**src/rtl/pipe_ctrl_pkg.sv**
```systemverilog
// ---------------------------------------------------------------------------
// pipe_ctrl_pkg
// Definitions shared by the pipeline stall/flush controller and its hazard
// detector.
//   ctrl_state_t    : controller state (RUN / DIV_WAIT)
//   REG_ZERO        : register number of $zero, which never carries a hazard
//   DIV_LAT_DEFAULT : default number of cycles a DIV occupies EX
//   CNT_W_DEFAULT   : default width of the stall-cycle counter
//   srcMatches()    : true when a source register really depends on a
//                     destination register (same number and not $zero)
// ---------------------------------------------------------------------------
package pipe_ctrl_pkg;

    typedef enum logic {
        RUN      = 1'b0,
        DIV_WAIT = 1'b1
    } ctrl_state_t;

    localparam logic [4:0] REG_ZERO        = 5'd0;
    localparam int         DIV_LAT_DEFAULT = 4;
    localparam int         CNT_W_DEFAULT   = 16;

    // $zero is hardwired, so a read of it can never depend on a load.
    function automatic logic srcMatches(input logic [4:0] src,
                                        input logic [4:0] dst);
        return (src == dst) && (src != REG_ZERO);
    endfunction

endpackage

```
**src/rtl/load_use_detect.sv**
```systemverilog
// ---------------------------------------------------------------------------
// load_use_detect
// Purely combinational load-use hazard compare. It says nothing about whether
// a stall is actually taken; the controller applies state and priority.
//   memread_i : instruction in EX is a load
//   id_rs_i   : rs field of the instruction in ID
//   id_rt_i   : rt field of the instruction in ID
//   ex_rt_i   : destination (rt) of the load in EX
//   hazard    : ID reads the register the load in EX is about to write
// ---------------------------------------------------------------------------
module load_use_detect
    import pipe_ctrl_pkg::*;
(
    input  logic       memread_i,
    input  logic [4:0] id_rs_i,
    input  logic [4:0] id_rt_i,
    input  logic [4:0] ex_rt_i,
    output logic       hazard
);

    logic w_rsMatch;
    logic w_rtMatch;

    assign w_rsMatch = srcMatches(id_rs_i, ex_rt_i);
    assign w_rtMatch = srcMatches(id_rt_i, ex_rt_i);
    assign hazard    = memread_i && (w_rsMatch || w_rtMatch);

endmodule

```
**src/rtl/pipeline_stall_controller.sv**
```systemverilog
// ---------------------------------------------------------------------------
// pipeline_stall_controller
// Central stall/flush sequencer for the 5-stage pipeline. Detects load-use
// hazards, squashes wrong-path instructions when a branch resolves taken in
// EX, freezes the front end while a multi-cycle DIV occupies EX, and keeps a
// saturating count of cycles in which the PC was held.
//
// Parameters
//   DIV_LAT : cycles a DIV occupies EX (legal range 2..255)
//   CNT_W   : width of the stall-cycle counter
// Ports
//   clk_i             : clock, all state updates on the rising edge
//   rst_i             : synchronous active-low reset
//   id_rs_i, id_rt_i  : source register fields of the instruction in ID
//   ex_rt_i           : load destination of the instruction in EX
//   ex_memread_i      : instruction in EX is a load
//   ex_branch_taken_i : branch in EX resolved taken this cycle
//   ex_div_start_i    : first cycle of a DIV in EX
//   pc_write_o        : PC update enable
//   if_id_write_o     : IF/ID write enable
//   id_ex_write_o     : ID/EX write enable
//   if_id_flush_o     : zero IF/ID on the next edge
//   id_ex_flush_o     : load an all-zero-control bubble into ID/EX
//   ex_mem_bubble_o   : load a bubble into EX/MEM
//   div_busy_o        : controller is in DIV_WAIT
//   div_done_o        : last EX cycle of the DIV
//   stall_cnt_o       : saturating count of cycles with pc_write_o low
// ---------------------------------------------------------------------------
module pipeline_stall_controller
    import pipe_ctrl_pkg::*;
#(
    parameter int DIV_LAT = DIV_LAT_DEFAULT,
    parameter int CNT_W   = CNT_W_DEFAULT
)(
    input  logic             clk_i,
    input  logic             rst_i,
    input  logic [4:0]       id_rs_i,
    input  logic [4:0]       id_rt_i,
    input  logic [4:0]       ex_rt_i,
    input  logic             ex_memread_i,
    input  logic             ex_branch_taken_i,
    input  logic             ex_div_start_i,
    output logic             pc_write_o,
    output logic             if_id_write_o,
    output logic             id_ex_write_o,
    output logic             if_id_flush_o,
    output logic             id_ex_flush_o,
    output logic             ex_mem_bubble_o,
    output logic             div_busy_o,
    output logic             div_done_o,
    output logic [CNT_W-1:0] stall_cnt_o
);

    // The DIV start cycle itself is one stall, so DIV_WAIT begins with
    // DIV_LAT-2 further stall cycles still to go before the done cycle.
    localparam logic [7:0]       DIV_CNT_INIT = 8'(DIV_LAT - 2);
    localparam logic [CNT_W-1:0] STALL_MAX    = {CNT_W{1'b1}};

    ctrl_state_t      r_state;
    logic [7:0]       r_cnt;
    logic [CNT_W-1:0] r_stallCnt;

    logic w_hazard;
    logic w_pcWrite;
    logic w_ifIdWrite;
    logic w_idExWrite;
    logic w_ifIdFlush;
    logic w_idExFlush;
    logic w_exMemBubble;
    logic w_divBusy;
    logic w_divDone;
    logic w_divStartTaken;

    load_use_detect u_loadUse (
        .memread_i (ex_memread_i),
        .id_rs_i   (id_rs_i),
        .id_rt_i   (id_rt_i),
        .ex_rt_i   (ex_rt_i),
        .hazard    (w_hazard)
    );

    // A taken branch squashes the DIV sitting in EX, so a start only counts
    // when no branch resolves in the same cycle.
    assign w_divStartTaken = ex_div_start_i && !ex_branch_taken_i;

    // Control outputs are combinational so that hazard and branch responses
    // land in the same cycle as their inputs. While reset is held everything
    // is forced to the pass-through defaults regardless of the state register.
    always_comb begin
        w_pcWrite     = 1'b1;
        w_ifIdWrite   = 1'b1;
        w_idExWrite   = 1'b1;
        w_ifIdFlush   = 1'b0;
        w_idExFlush   = 1'b0;
        w_exMemBubble = 1'b0;
        w_divBusy     = 1'b0;
        w_divDone     = 1'b0;
        if (rst_i) begin
            unique case (r_state)
                RUN: begin
                    if (ex_branch_taken_i) begin
                        w_ifIdFlush = 1'b1;
                        w_idExFlush = 1'b1;
                    end else if (ex_div_start_i) begin
                        w_pcWrite     = 1'b0;
                        w_ifIdWrite   = 1'b0;
                        w_idExWrite   = 1'b0;
                        w_exMemBubble = 1'b1;
                    end else if (w_hazard) begin
                        // Hold PC and IF/ID, let ID/EX take a bubble: exactly
                        // one bubble, since the load moves on next cycle.
                        w_pcWrite   = 1'b0;
                        w_ifIdWrite = 1'b0;
                        w_idExFlush = 1'b1;
                    end
                end
                DIV_WAIT: begin
                    w_divBusy = 1'b1;
                    if (r_cnt != 8'd0) begin
                        w_pcWrite     = 1'b0;
                        w_ifIdWrite   = 1'b0;
                        w_idExWrite   = 1'b0;
                        w_exMemBubble = 1'b1;
                    end else begin
                        w_divDone = 1'b1;
                    end
                end
                default: ;
            endcase
        end
    end

    // State and DIV down-counter. Branch, DIV start and load-use inputs are
    // all ignored while waiting; only reset can cut a DIV short.
    always_ff @(posedge clk_i) begin
        if (!rst_i) begin
            r_state <= RUN;
            r_cnt   <= 8'd0;
        end else begin
            unique case (r_state)
                RUN: begin
                    if (w_divStartTaken) begin
                        r_state <= DIV_WAIT;
                        r_cnt   <= DIV_CNT_INIT;
                    end
                end
                DIV_WAIT: begin
                    if (r_cnt != 8'd0) begin
                        r_cnt <= r_cnt - 8'd1;
                    end else begin
                        r_state <= RUN;
                    end
                end
                default: begin
                    r_state <= RUN;
                    r_cnt   <= 8'd0;
                end
            endcase
        end
    end

    // Performance counter: one count per cycle in which the PC was held,
    // sticking at all-ones instead of wrapping.
    always_ff @(posedge clk_i) begin
        if (!rst_i) begin
            r_stallCnt <= '0;
        end else if (!w_pcWrite && (r_stallCnt != STALL_MAX)) begin
            r_stallCnt <= r_stallCnt + 1'b1;
        end
    end

    assign pc_write_o      = w_pcWrite;
    assign if_id_write_o   = w_ifIdWrite;
    assign id_ex_write_o   = w_idExWrite;
    assign if_id_flush_o   = w_ifIdFlush;
    assign id_ex_flush_o   = w_idExFlush;
    assign ex_mem_bubble_o = w_exMemBubble;
    assign div_busy_o      = w_divBusy;
    assign div_done_o      = w_divDone;
    // The count reads zero as soon as reset is asserted, not one edge later.
    assign stall_cnt_o     = rst_i ? r_stallCnt : '0;

endmodule

```
**config.mk**
```make
export PLATFORM = sky130hd
export DESIGN_NAME = pipeline_stall_controller
export DESIGN_NICKNAME = d
export VERILOG_FILES = /design/src/rtl/pipe_ctrl_pkg.sv /design/src/rtl/load_use_detect.sv /design/src/rtl/pipeline_stall_controller.sv
export SDC_FILE = /design/constraint.sdc
export NUM_CORES = 1
export LEC_CHECK = 0
export ABC_AREA = 1
export ABC_CLOCK_PERIOD_IN_PS = 2330
export BUFFER_PORTS_ARGS = -buffer_cell sky130_fd_sc_hd__buf_2
export CAP_MARGIN = 40
export CORE_UTILIZATION = 35
export DETAILED_ROUTE_END_ITERATION = 10
export MAX_ROUTING_LAYER = met4
export SYNTH_ARGS = -nofsm -noshare
export SYNTH_HDL_FRONTEND = slang
export SYNTH_SLANG_ARGS = --single-unit
```
**constraint.sdc**
```tcl
create_clock -name clk_i -period 2.33 [get_ports clk_i]
set_clock_uncertainty 0.2 [all_clocks]
set_input_delay 0.699 -clock clk_i [delete_from_list [all_inputs] [get_ports clk_i]]
set_output_delay 0.699 -clock clk_i [all_outputs]
set_load 0.03 [all_outputs]
```
==> summary.md <==
| Metric | Value |
|---|---|
| Ant diodes | `0` |
| Pre-CTS WS | `-0.271 ns` |
| Final ANT Viol Nets | `0` |
| Tot GR Track Use | `a little under a fifth` |
| Share of flip-flops with an asynchronous set or reset | `0%` |
| Initial Utilization | `37.2%` |
| Die W | `73.6 um` |
| Status | `complete, but fails checks` |
| Final setup viols | `4` |
| DR pass1 iterations | `4` |
| CP cell instances | `buf_2, nor2_1, nand2_1, nand2_1, nand3_1, nand2_2, nand3_2, nand2_4, clkinvlp_4, buf_6` |
| I/O Pins | `44` |
| Wirelength per Cell | `between 10 and 15 um` |
| Maxcap violations | `0` |
| CP Capture Point | `pc_write_o` |
| Number of synthesized flops with an enable pin | `0` |
| Most frequent cells in the layout | `nand2_1, inv_1, nor2_1` |
| Synth Area in Adders | `2.09%` |
| Largest net degree at the start of global routing | `20` |
| Nets | `approximately 370` |
| CP required | `1.43 ns` |
| CP dominant cell by count | `nand2_1` |
| Flop2flop setup slack | `0.23 ns` |
| CP Capture Type | `output pin` |
| Vias per cell | `4.59` |
| Clk_lat worst skew | `0.27 ns` |
| Number of clock sinks | `25` |
| Vias post-DR | `1900` |
| Highest Clock Rate | `396 MHz` |
| Worst slew pin tran | `0.470 ns` |
| DRC | `0` |
| DIE AREA | `0.00541 mm^2` |
| DIE HEIGHT | `73.6 um` |
| Tot Pwr | `between 1 and 1.5 mW` |
| Worst Setup Slack, final | `-0.195 ns` |
| Critical Path AT | `1.63 ns` |
| Most common cell after layout, fill and taps aside | `nand2_1` |
| Hold WC Path Type | `reg -> reg` |
| Vias in the first global route | `1691` |
| Max-slew violation count | `0` |
| Pleak | `between 1 and 1.5 nW` |
| Flops & latches, synth | `25` |
| CTS Hold Buffers Added | `0` |
| RR Endpoint | `r_stallCnt[13]` |
| Pwr dens | `447 mW/mm^2` |
| Compound-Gate Fraction of Synth Area | `7.19%` |
| Area delta synth->final | `38.2%` |
| Min Clock Period, post-route | `2.53 ns` |
| Cell Area, Synth | `between 0.0015 and 0.002 mm^2` |
| Critical Path Source | `ex_rt_i[4]` |
| Cts bufs inserted | `3` |
| GP Congestion | `0.799` |
| DRT iter0 DRCs | `roughly 100` |
| Mapped Cells | `293` |
| Crit Path Category | `in -> out` |
| Core Footprint | `between 0.004 and 0.005 mm^2` |
| Post-Syn Area per Cell | `6.12 um^2` |
| Syn_nets | `approximately 320` |
| Input/output buffers | `43` |
| Area of the multi-input gates | `0.00117 mm^2` |
| Post-synthesis mux area share | `0%` |
| Ys flop type | `dfxtp_1` |
| DPL Wire Length | `3.11 mm` |
| Failing checks | `setup timing` |
| Post-Route WL | `about 4.3 mm` |
| GRT overflow | `0` |
| Register area | `between 500 and 600 um^2` |
| TritonCTS clock tree | `done` |
| Fillers | `~530` |
| VDD IR max | `0.258 mV` |
| Reg2Reg Depth | `9` |
| Main combinational cell family by area after synthesis | `simple AND/OR/NAND/NOR gates` |
| Clock Tree Buf Depth | `2` |
| Largest stage delay, worst path | `0.14 ns` |
| Clk root buf | `clkbuf_8` |
| Layout cells sized above 1 | `32.9%` |
| Slowest cell on the critical path | `buf_6` |
| Startpoint Class | `input pin` |
| Synthesis Warnings | `0` |
| Post-synthesis sequential area ratio | `27.9%` |
| Final Hold Viols | `0` |
| Max_slew headroom | `between 60% and 70%` |
| Synth Area in XOR/XNOR | `under 10%` |
| Synth unique cells | `28` |
| Std cell rows | `25` |
| RSZ-0062 raised after global routing | `true` |
| Synth Area in Simple Gates | `41.7%` |
| Tcrit/Tclk final | `108%` |
| H-Tree Level Count | `1` |
| Crit Path Max Fanout | `4` |
| Clk slew on worst S/H paths | `0.09 ns` |
| Number of antenna violations at the first check in global routing | `0` |
| Reg-to-Reg Start | `r_stallCnt[0]` |
| Global-route wire length before repair | `roughly 7.5 mm` |
worst min-delay path by stage:
stage | to | from | slack (ns) | cells after the start
after global placement | r_cnt[0] | r_cnt[0] | 0.26 | 2
after detailed placement | r_cnt[0] | r_cnt[0] | 0.27 | 2
final | r_cnt[0] | r_cnt[0] | 0.28 | 2
after CTS | r_cnt[0] | r_cnt[0] | 0.28 | 2
after floorplan | r_cnt[0] | r_cnt[0] | 0.24 | 2
after global routing | r_cnt[0] | r_cnt[0] | 0.29 | 2
repair_timing:
action	in CTS	in global routing
pin swaps	16	13
buffers inserted	4	2
setup endpoints to repair	7	10
resized for setup	46	19
hold endpoints to repair	0	0
Yosys cell counts (3+ instances only):
library cell / number / area, um^2
a21oi_1: 22 / 110
nand4_1: 4 / 25.0
nor3_1: 4 / 20.0
inv_1: 44 / 165
nand2_2: 3 / 18.8
inv_2: 3 / 11.3
nand3_1: 30 / 150
ha_1: 3 / 37.5
clkbuf_1: 4 / 15.0
xnor2_1: 7 / 61.3
dfxtp_1: 25 / 500
nand2_1: 81 / 304
nor2_1: 33 / 124
buf_6: 3 / 33.8
xor2_1: 8 / 70.1
power breakdown:
| part | switching [mW] | leakage, nW | internal [mW] |
|---|---|---|---|
| clock | 0.137 | 0.0228 | 0.122 |
| sequential | 0.0259 | 0.204 | 0.454 |
| combinational | 0.205 | 1.02 | 0.164 |
| total | 0.368 | 1.25 | 0.740 |
flip-flops by register name (all words and copies together) (netlist names):
signal,cells
r_stallCnt,16
r_state,1
r_cnt,8
layer usage:
metal / GRT usage, % / wire [um] / part of all wire (%) / vias to the layer above
met5: - / 0 / 0 / -
met4: 5.13 / 53 / 1.2 / 0
met3: 2.06 / 140 / 3.2 / 4
met2: 29.4 / 2020 / 47 / 38
met1: 23.8 / 2100 / 49 / 846
li1: - / - / - / 1012
metrics by stage:
step / util, % / setup TNS (ns) / hold WS, ns / instances / area (um^2)
CTS: 49.9 / -0.549 / 0.281 / 412 / 2400
floorplan: - / -0.599 / 0.241 / 293 / 1860
detailed placement: 45.0 / -0.875 / 0.266 / 404 / 2170
global placement: 45.0 / -0.813 / 0.256 / 404 / 2170
global route: 51.4 / -0.873 / 0.288 / 414 / 2480
finish: 51.4 / -0.532 / 0.281 / 414 / 2480
cell families after synthesis:
logic type | Yosys count
XOR/XNOR | 15
AND/OR/NAND/NOR | 167
flip-flops | 25
buffers and inverters | 58
adder cells (fa/ha/maj) | 3
AO/OA/AOI/OAI | 25
final cells by class:
| cell class | instances | area share (%) |
|---|---|---|
| Multi-Input combinational cell | 210 | 47.3 |
| Sequential cell | 25 | 20.4 |
| Timing Repair Buffer | 60 | 19.1 |
| Inverter | 48 | 7.98 |
| Tap cell | 67 | 3.38 |
| Clock buffer | 4 | 1.82 |
worst max-delay path: cells and delay by family:
family	cells	cell delay, ns
buffers and inverters	3	0.36
and+or+nand+nor	7	0.57
Power figures use the tool's default switching activity.
